$ cat config.mk
export PLATFORM = sky130hd
export DESIGN_NAME = vga_draw_arbiter_flat
export DESIGN_NICKNAME = d
export VERILOG_FILES = /design/src/rtl/vga_pkg.sv /design/src/rtl/vga_draw_arbiter_if.sv /design/src/rtl/rr_select.sv /design/src/rtl/vga_draw_arbiter.sv /design/src/flat_wrapper.sv
export SDC_FILE = /design/constraint.sdc
export NUM_CORES = 1
export LEC_CHECK = 0
export ABC_AREA = 1
export CAP_MARGIN = 20
export CORE_ASPECT_RATIO = 0.5
export CORE_MARGIN = 1.5
export CORE_UTILIZATION = 45
export CTS_BUF_LIST = sky130_fd_sc_hd__clkbuf_4
export DETAILED_ROUTE_END_ITERATION = 8
export MAX_ROUTING_LAYER = met4
export PLACE_DENSITY = 0.92
export SYNTH_ARGS = -nofsm -noshare
export SYNTH_HDL_FRONTEND = slang
export SYNTH_SLANG_ARGS = --single-unit
$ cat constraint.sdc
create_clock -name clk -period 4 [get_ports clk]
set_clock_uncertainty 0.1 [all_clocks]
set_input_delay 1.2 -clock clk [delete_from_list [all_inputs] [get_ports clk]]
set_output_delay 1.2 -clock clk [all_outputs]
set_load 0.03 [all_outputs]
$ cat src/rtl/vga_pkg.sv
// Shared types and helpers for the VGA draw arbiter slice.
package vga_pkg;

  localparam int unsigned X_W_DEF = 8;
  localparam int unsigned Y_W_DEF = 7;
  localparam int unsigned C_W_DEF = 3;

  // S_ prefix keeps the state names clear of the PACE parameter.
  typedef enum logic [1:0] {
    S_IDLE,
    S_PLOT,
    S_PACE
  } state_t;

  // ceil(log2(v)), never less than 1 so it can size a vector directly
  function automatic int unsigned clog2_min1(input int unsigned v);
    int unsigned r;
    r = 0;
    for (int unsigned i = 0; i < 32; i++) begin
      if ((64'd1 << i) < 64'(v)) r = i + 1;
    end
    return (r == 0) ? 1 : r;
  endfunction

endpackage

$ cat src/rtl/vga_draw_arbiter_if.sv
// Channel-side and VGA-side signals of the draw arbiter.
interface vga_draw_arbiter_if
  import vga_pkg::*;
#(
  parameter int unsigned NUM_CH = 4,
  parameter int unsigned X_W    = X_W_DEF,
  parameter int unsigned Y_W    = Y_W_DEF,
  parameter int unsigned C_W    = C_W_DEF
);
  logic [NUM_CH-1:0]     ch_req;
  logic [NUM_CH*X_W-1:0] ch_x;
  logic [NUM_CH*Y_W-1:0] ch_y;
  logic [NUM_CH*C_W-1:0] ch_color;
  logic                  vga_busy;
  logic [NUM_CH-1:0]     ch_ack;
  logic [NUM_CH-1:0]     ch_grant;
  logic [X_W-1:0]        x_out;
  logic [Y_W-1:0]        y_out;
  logic [C_W-1:0]        color_out;
  logic                  plot;

  modport master (
    output ch_req, ch_x, ch_y, ch_color, vga_busy,
    input  ch_ack, ch_grant, x_out, y_out, color_out, plot
  );

  modport slave (
    input  ch_req, ch_x, ch_y, ch_color, vga_busy,
    output ch_ack, ch_grant, x_out, y_out, color_out, plot
  );
endinterface

$ cat src/rtl/rr_select.sv
// Circular first-requester picker starting at ptr; ptr=0 gives fixed priority.
module rr_select
  import vga_pkg::*;
#(
  parameter int unsigned NUM_CH = 4,
  parameter int unsigned PTR_W  = clog2_min1(NUM_CH)
) (
  input  logic [NUM_CH-1:0] req,
  input  logic [PTR_W-1:0]  ptr,
  output logic [NUM_CH-1:0] gnt,
  output logic              valid
);

  // walk from ptr around the ring, first asserted request wins
  always_comb begin
    int unsigned idx;
    gnt   = '0;
    valid = 1'b0;
    idx   = 0;
    for (int unsigned k = 0; k < NUM_CH; k++) begin
      idx = (32'(ptr) + k) % NUM_CH;
      if (!valid && req[idx]) begin
        gnt[idx] = 1'b1;
        valid    = 1'b1;
      end
    end
  end

endmodule

$ cat src/rtl/vga_draw_arbiter.sv
// Shares the single VGA pixel port among NUM_CH drawing engines.
module vga_draw_arbiter
  import vga_pkg::*;
#(
  parameter int unsigned NUM_CH    = 4,
  parameter int unsigned X_W       = X_W_DEF,
  parameter int unsigned Y_W       = Y_W_DEF,
  parameter int unsigned C_W       = C_W_DEF,
  parameter int unsigned PACE      = 100,
  parameter int unsigned PRIO_MODE = 1,
  parameter int unsigned MAX_BURST = 0
) (
  input logic               clk,
  input logic               reset,
  vga_draw_arbiter_if.slave bus
);

  localparam int unsigned PTR_W   = clog2_min1(NUM_CH);
  localparam int unsigned PACE_W  = clog2_min1(PACE + 1);
  localparam int unsigned BURST_W = clog2_min1(MAX_BURST + 1);

  state_t              state_q, state_nx;
  logic [NUM_CH-1:0]   grant_q, grant_nx;
  logic [PTR_W-1:0]    owner_q, owner_nx;
  logic [PTR_W-1:0]    ptr_q, ptr_nx;
  logic [PACE_W-1:0]   pace_q, pace_nx;
  logic [BURST_W-1:0]  burst_q, burst_nx;
  logic [NUM_CH-1:0]   ack_q, ack_nx;
  logic                plot_q, plot_nx;
  logic [X_W-1:0]      x_q, x_nx;
  logic [Y_W-1:0]      y_q, y_nx;
  logic [C_W-1:0]      c_q, c_nx;

  logic [PTR_W-1:0]    sel_ptr;
  logic [NUM_CH-1:0]   sel_gnt;
  logic                sel_valid;
  logic [PTR_W-1:0]    sel_idx;
  logic                burst_done;
  logic                do_release;

  assign sel_ptr    = (PRIO_MODE == 0) ? '0 : ptr_q;
  assign burst_done = (MAX_BURST != 0) && (burst_q == BURST_W'(MAX_BURST));

  rr_select #(
    .NUM_CH (NUM_CH),
    .PTR_W  (PTR_W)
  ) u_sel (
    .req   (bus.ch_req),
    .ptr   (sel_ptr),
    .gnt   (sel_gnt),
    .valid (sel_valid)
  );

  // one-hot winner to index, kept so the owner's data slice is a plain part-select
  always_comb begin
    sel_idx = '0;
    for (int unsigned i = 0; i < NUM_CH; i++) begin
      if (sel_gnt[i]) sel_idx = PTR_W'(i);
    end
  end

  // next-state, pacing, burst accounting and registered pixel outputs
  always_comb begin
    state_nx   = state_q;
    grant_nx   = grant_q;
    owner_nx   = owner_q;
    ptr_nx     = ptr_q;
    pace_nx    = pace_q;
    burst_nx   = burst_q;
    ack_nx     = '0;
    plot_nx    = 1'b0;
    x_nx       = x_q;
    y_nx       = y_q;
    c_nx       = c_q;
    do_release = 1'b0;

    case (state_q)
      S_IDLE: begin
        if (sel_valid) begin
          grant_nx = sel_gnt;
          owner_nx = sel_idx;
          burst_nx = '0;
          state_nx = S_PLOT;
        end
      end
      S_PLOT: begin
        // a forced release with PACE=0 lands here one cycle after the last pixel
        if (!bus.ch_req[owner_q] || burst_done) begin
          do_release = 1'b1;
        end else if (!bus.vga_busy) begin
          x_nx            = bus.ch_x[32'(owner_q) * X_W +: X_W];
          y_nx            = bus.ch_y[32'(owner_q) * Y_W +: Y_W];
          c_nx            = bus.ch_color[32'(owner_q) * C_W +: C_W];
          plot_nx         = 1'b1;
          ack_nx[owner_q] = 1'b1;
          if (burst_q != '1) burst_nx = burst_q + 1'b1;
          if (PACE != 0) begin
            state_nx = S_PACE;
            pace_nx  = PACE_W'(PACE - 1);
          end
        end
      end
      S_PACE: begin
        if (pace_q == '0) begin
          if (burst_done) do_release = 1'b1;
          else            state_nx   = S_PLOT;
        end else begin
          pace_nx = pace_q - 1'b1;
        end
      end
      default: state_nx = S_IDLE;
    endcase

    if (do_release) begin
      grant_nx = '0;
      state_nx = S_IDLE;
      ptr_nx   = (owner_q == PTR_W'(NUM_CH - 1)) ? '0 : owner_q + 1'b1;
    end
  end

  // state and output registers, cleared asynchronously
  always_ff @(posedge clk or posedge reset) begin
    if (reset) begin
      state_q <= S_IDLE;
      grant_q <= '0;
      owner_q <= '0;
      ptr_q   <= '0;
      pace_q  <= '0;
      burst_q <= '0;
      ack_q   <= '0;
      plot_q  <= 1'b0;
      x_q     <= '0;
      y_q     <= '0;
      c_q     <= '0;
    end else begin
      state_q <= state_nx;
      grant_q <= grant_nx;
      owner_q <= owner_nx;
      ptr_q   <= ptr_nx;
      pace_q  <= pace_nx;
      burst_q <= burst_nx;
      ack_q   <= ack_nx;
      plot_q  <= plot_nx;
      x_q     <= x_nx;
      y_q     <= y_nx;
      c_q     <= c_nx;
    end
  end

  assign bus.ch_grant  = grant_q;
  assign bus.ch_ack    = ack_q;
  assign bus.plot      = plot_q;
  assign bus.x_out     = x_q;
  assign bus.y_out     = y_q;
  assign bus.color_out = c_q;

endmodule

$ cat src/flat_wrapper.sv
// flat-port wrapper written by rule: the top's interface ports become plain ports
module vga_draw_arbiter_flat import vga_pkg::*;
#(
  parameter int unsigned NUM_CH    = 4,
  parameter int unsigned X_W       = X_W_DEF,
  parameter int unsigned Y_W       = Y_W_DEF,
  parameter int unsigned C_W       = C_W_DEF,
  parameter int unsigned PACE      = 100,
  parameter int unsigned PRIO_MODE = 1,
  parameter int unsigned MAX_BURST = 0
)
  (clk, reset, bus_ch_req, bus_ch_x, bus_ch_y, bus_ch_color, bus_vga_busy, bus_ch_ack, bus_ch_grant, bus_x_out, bus_y_out, bus_color_out, bus_plot);
  vga_draw_arbiter_if #(.NUM_CH(NUM_CH), .X_W(X_W), .Y_W(Y_W), .C_W(C_W)) bus_i ();
  input logic clk;
  input logic reset;
  input wire logic [$bits(bus_i.ch_req)-1:0] bus_ch_req;
  input wire logic [$bits(bus_i.ch_x)-1:0] bus_ch_x;
  input wire logic [$bits(bus_i.ch_y)-1:0] bus_ch_y;
  input wire logic [$bits(bus_i.ch_color)-1:0] bus_ch_color;
  input wire logic [$bits(bus_i.vga_busy)-1:0] bus_vga_busy;
  output wire logic [$bits(bus_i.ch_ack)-1:0] bus_ch_ack;
  output wire logic [$bits(bus_i.ch_grant)-1:0] bus_ch_grant;
  output wire logic [$bits(bus_i.x_out)-1:0] bus_x_out;
  output wire logic [$bits(bus_i.y_out)-1:0] bus_y_out;
  output wire logic [$bits(bus_i.color_out)-1:0] bus_color_out;
  output wire logic [$bits(bus_i.plot)-1:0] bus_plot;
  assign bus_i.ch_req = bus_ch_req;
  assign bus_i.ch_x = bus_ch_x;
  assign bus_i.ch_y = bus_ch_y;
  assign bus_i.ch_color = bus_ch_color;
  assign bus_i.vga_busy = bus_vga_busy;
  assign bus_ch_ack = bus_i.ch_ack;
  assign bus_ch_grant = bus_i.ch_grant;
  assign bus_x_out = bus_i.x_out;
  assign bus_y_out = bus_i.y_out;
  assign bus_color_out = bus_i.color_out;
  assign bus_plot = bus_i.plot;
  vga_draw_arbiter #(.NUM_CH(NUM_CH), .X_W(X_W), .Y_W(Y_W), .C_W(C_W), .PACE(PACE), .PRIO_MODE(PRIO_MODE), .MAX_BURST(MAX_BURST)) u_core (.clk(clk), .reset(reset), .bus(bus_i));
endmodule
Word level (Yosys, flattened, before mapping):

Index checks and enable logic that the tools add are counted.

* add/sub/neg operators: 5
* $mul: 2
* order comparisons: 10
* equality and inequality tests: 10
* shifts and indexed selects: 3
* multiplexer cells: 53
* bitwise gates (word level): 4
* reduce and logical (&&, ||, !) cells: 21

Operator list (number)
* $mux W4: 10
* $shiftx A32 B6 Y8: 1
* $shiftx A28 B6 Y7: 1
* $mux W7: 3
* $mux W1: 20
* $mux W2: 8
* $lt A2 B3 Y1 const B: 5
* $pmux W7 S2: 1
* $or A4 B4 Y4: 3
* $shiftx A12 B5 Y3: 1
* $bmux W1 S2: 5
* $demux W1 S2: 5
* $ge A2 B1 Y1 const B: 5
* $ne A3 B1 Y1 const B: 3
* $logic_and A1 B1 Y1: 8
* $reduce_and A4 Y1: 2
* $logic_not A7 Y1: 1
* $sub A7 B1 Y7 const B: 1
* $pmux W2 S3: 1
* $reduce_bool A2 Y1: 3
* $mul A2 B3 Y5 const B: 1
* $add A2 B1 Y2 const B: 2
* $add A2 B2 Y2 const B: 2
* $eq A2 B2 Y1 const B: 2
* 10 further kinds: 14

* bits in registers: 40
* input bits: 79
* output and inout port bits: 27
* logic and storage cells: 118

Depth between registers and ports, before layout:

* word-level depth: 15
* gate-level depth with buffers: 12
* mapped depth without buffers: 12

Cells and area by module:

From an unflattened synthesis, not the netlist that was laid out.

* cells, all modules: 395
* area, all modules: 2737.6 um^2

Modules (own cells, without submodules)
* vga_draw_arbiter: instances 1, cells an instance 319, area each 2318.5 um^2, seq. area each 1001.0 um^2
* rr_select: instances 1, cells an instance 76, area each 419.2 um^2, seq. area each 0.0 um^2

Worst setup path before layout:

Ideal clock, no wire load.

* path kind: input-to-reg
* start point: input port bus_ch_req[3]
* end point: register u_core.x_q[0], in the netlist u_core.bus.x_out[0]
* library setup time: 0.117 ns
* arrival: 2.038 ns
* required time: 3.783 ns
* path slack: 1.746 ns
* stages: 11
* buffers on the path: 1
* path through: a21oi_1 -> o21ai_1 -> nand2_1 -> nand2_2 -> nand2_4 -> inv_6 -> nand2_4 -> inv_6 -> buf_6 -> nand2_1 -> nand2_1

* cells in the longest elaborated chain, start to end: 3

RTL lines
* from (decl): line flat_wrapper.sv:16 `input wire logic [$bits(bus_i.ch_req)-1:0] bus_ch_req;`
* $bmux W1 S2: line vga_draw_arbiter.sv:88 `if (!bus.ch_req[owner_q] || burst_done) begin`
* $mux W1 (implied by the code): line vga_draw_arbiter.sv:88
* $reduce_and A3 Y1 (no source line)
* to (signal assigned): line vga_draw_arbiter.sv:144 `x_q <= x_nx;`
* to (decl): line vga_draw_arbiter.sv:30 `logic [X_W-1:0] x_q, x_nx;`

No other way between the ends. The select of a mux whose other input is x is not followed.
A chain may end at the register's enable or synchronous reset.

Worst setup path after layout:

* start point: register u_core.x_q[7], in the netlist u_core.bus.x_out[7]
* end point: output port bus_x_out[7]

RTL lines
* to (decl): line flat_wrapper.sv:23 `output wire logic [$bits(bus_i.x_out)-1:0] bus_x_out;`

No word-level cell between the ends.

==> results.json <==
{
  "switching_share": 0.5254,
  "rsz0062_at_grt": "no",
  "synthArstFlopShare": 1.000,
  "syn_area_per_cell_sq_um": 7.053,
  "crit_slowest_cell": "clkdlybuf4s50_1",
  "initial_utilization": 0.4777,
  "clock-sinks": 40,
  "cts_buffer_depth": 2,
  "clk_pin_slew_worst_paths_ns": 0.13,
  "seq_area_sq_um": 1001,
  "synth_top_area_frac": 0.3735,
  "switchingPower_mw": 1.425,
  "dieArea_sq_um": 6456,
  "synthXorXnorAreaFrac": 0.006536,
  "crit_family": "buffers and inverters",
  "wl_per_cell_microns": 12.99,
  "synth_cell_types": 30,
  "postCtsSetupBuffers": 0,
  "drive_gt1_frac": 0.06667,
  "arrival_ns": 1.43,
  "cp_cell_sequence": "clkdlybuf4s50_1",
  "worstHoldStart": "u_core.bus.y_out[4]$_DFFE_PP0P_",
  "maxCapViolCount": 0,
  "fin_nets": 569,
  "dp_hpwl_mm": 5.396,
  "clk_latency_ns": 0.34,
  "drtIter0Drc": 125,
  "synthMuxAreaShare": 0,
  "ctsResizeCount": 0,
  "yosysTopAreaCell": "dfrtp_1",
  "grt_pass1_vias": 2824,
  "gp_congestion": 0.8840,
  "core_region_area_sq_um": 5610,
  "final_cells": 553,
  "clockRootBuffer": "clkbuf_4",
  "hold_viol_final": 0,
  "slew_headroom": 0.5594,
  "synth_compound_area_frac": 0.1489,
  "ant_nets": 0,
  "synthesis.nets": 470,
  "h-tree-depth": 2,
  "synth_top_family_by_area": "simple AND/OR/NAND/NOR gates",
  "crit_required_ns": 2.70,
  "synth-edff-count": 0,
  "yosysWarnings": 0,
  "cp_num_buf_inv": 1,
  "multiInputGateArea_sq_um": 1459,
  "period_share": 0.6836,
  "path_class": "flip-flop to output pin",
  "worst_pin_slew_ns": 0.6609,
  "critical-path-max-stage-delay_ns": 0.71,
  "synthTopCellsByCount": "nand2_1 (107), nor2_1 (51), o21ai_0 (45), dfrtp_1 (40), nand3_1 (30)",
  "grt_pass1_wl_mm": 12.29,
  "synth_simple_gate_area_share": 0.3375,
  "synth_most_common_cell": "nand2_1",
  "synth.area.top_cells": "dfrtp_1 (37%), nand2_1 (15%), o21ai_0 (8.4%)",
  "pwr-share-seq": 0.258,
  "grt_use_met3": 0.04676,
  "fmax_ghz": 0.3657,
  "r2r-start": "u_core.owner_q[1]$_DFFE_PP0P_",
  "synth_ff_type": "dfrtp_1",
  "grt_overflow": 0,
  "synth_fa_ha_area_frac": 0.05135,
  "cts_made_buffers": 5,
  "pin_count": 106,
  "cp_max_fo": 2,
  "cts_tree": "built",
  "use_met1": 0.2744,
  "layout-area-overhead-vs-synth_pct": 42.30,
  "syn-cell-area_sq_um": 2680,
  "antenna_cells": 0,
  "min_period_ns": 2.734,
  "n_fill_cell": 431,
  "clkPwrFrac": 0.075,
  "status": "finished clean",
  "netlist_instances": 380,
  "via_count": 2884,
  "ir_drop_mv": 0.3701,
  "drt_first_pass_iters": 4,
  "die_h_microns": 57.57,
  "grtUsageTotal": 0.2436,
  "setup_viol": 0,
  "drv_slew": 0,
  "antenna_found_initial": 0,
  "grt_max_degree": 43,
  "vias_per_cell": 5.215,
  "setup_tns_ns": 0,
  "synth-seq-cells": 40,
  "die_w_microns": 112.1,
  "worstSetupEndpointType": "output pin",
  "met2_usage": 0.4417,
  "routed_wl_mm": 7.183,
  "dp.cells": 545,
  "pwr_density_cell_nw_per_um2": 711.0,
  "drc_errors": 0,
  "cellInternalPower_mw": 1.287,
  "p_leak_nw": 1.792,
  "min_path_type": "flip-flop to flip-flop",
  "start_kind": "flip-flop",
  "port-buffer-count": 105,
  "hold_buffers": 0,
  "rows": 19,
  "combPwrFrac": 0.666,
  "grt_busiest_layer": "met2",
  "ys_seq_area_frac": 0.3735,
  "critPathLaunch": "u_core.bus.x_out[7]$_DFFE_PP0P_"
}
[layout by cell type (no fill, tap or decap), types with 2 or more instances in the layout]
cell type / instances
nand2_1: 107
clkdlybuf4s50_1: 105
nor2_1: 51
o21ai_0: 45
dfrtp_1: 40
nand3_1: 30
inv_1: 26
o22ai_1: 18
ha_1: 11
clkbuf_4: 6
inv_2: 5
a21oi_1: 3
o21ai_1: 3
nand2_4: 3
nand4_1: 3
nor2_4: 3
nor2_2: 2
nand2_2: 2
o21ai_2: 2
inv_6: 2
xor2_1: 2
nand3_4: 2
buf_4: 2
[path summary, 6_finish.rpt]
check | slack (ns) | to | cells after the start
max | 1.27 | bus_x_out[7] | 1
min | 0.39 | u_core.bus.y_out[4]$_DFFE_PP0P_ | 2
max reg2reg | 1.30 | u_core.bus.y_out[6]$_DFFE_PP0P_ | 11
min reg2reg | 0.39 | u_core.bus.y_out[4]$_DFFE_PP0P_ | 2
max in group asynchronous | 2.28 | u_core.bus.ch_grant[1]$_DFFE_PP0P_ | 3
min in group asynchronous | 1.16 | u_core.bus.color_out[2]$_DFFE_PP0P_ | 3
[through the flow]
step | util | area, sq um | hold WS [ns] | total power [mW] | setup WS (ns)
3_5_place_dp | 0.6697 | 3757 | 0.3640 | 2.511 | 0.9955
4_1_cts | 0.6798 | 3814 | 0.3953 | 2.720 | 1.248
6_report | 0.6798 | 3814 | 0.3922 | 2.711 | 1.266
2_1_floorplan | - | 2680 | 0.3583 | 1.976 | 1.746
5_1_grt | 0.6798 | 3814 | 0.4266 | 2.962 | 1.025
3_3_place_gp | 0.6697 | 3757 | 0.3631 | 2.464 | 1.052
[power groups by stage]
stage | clock (mW) | combinational (mW) | sequential, mW
2_1_floorplan | 0 | 1.09 | 0.890
3_3_place_gp | 0 | 1.76 | 0.701
3_5_place_dp | 0 | 1.81 | 0.704
4_1_cts | 0.208 | 1.81 | 0.698
5_1_grt | 0.221 | 2.02 | 0.722
6_report | 0.204 | 1.81 | 0.701
[sequential cells by signal, summed over array words and instances, names as in the netlist, 2 cells and up]
name                  count
u_core.bus.x_out          8
u_core.bus.y_out          7
u_core.pace_q             7
u_core.bus.ch_ack         4
u_core.bus.ch_grant       4
u_core.bus.color_out      3
u_core.owner_q            2
u_core.ptr_q              2
u_core.state_q            2
[metal layers]
metal / wire length [microns] / share of wire
met1: 3081 / 0.43
met2: 3618 / 0.50
met3: 334 / 0.046
met4: 149 / 0.021
met5: 0 / 0
[cells by family after synthesis]
family | after synthesis
AOI/OAI and AO/OA | 73
xor gates and xnor gates | 2
adders and majority gates | 11
buffers and inverters | 49
DFF | 40
and+or+nand+nor | 205
[final cells by class]
type,instances,area share
repair buffers,107,0.2795
well taps,73,0.02395
clock inverters,2,0.002953
flip-flops and latches,40,0.2625
clock buffers,6,0.01181
inverters,34,0.03675
multi-input cells,291,0.3825
Note: power is estimated with default switching activity, not from simulation.
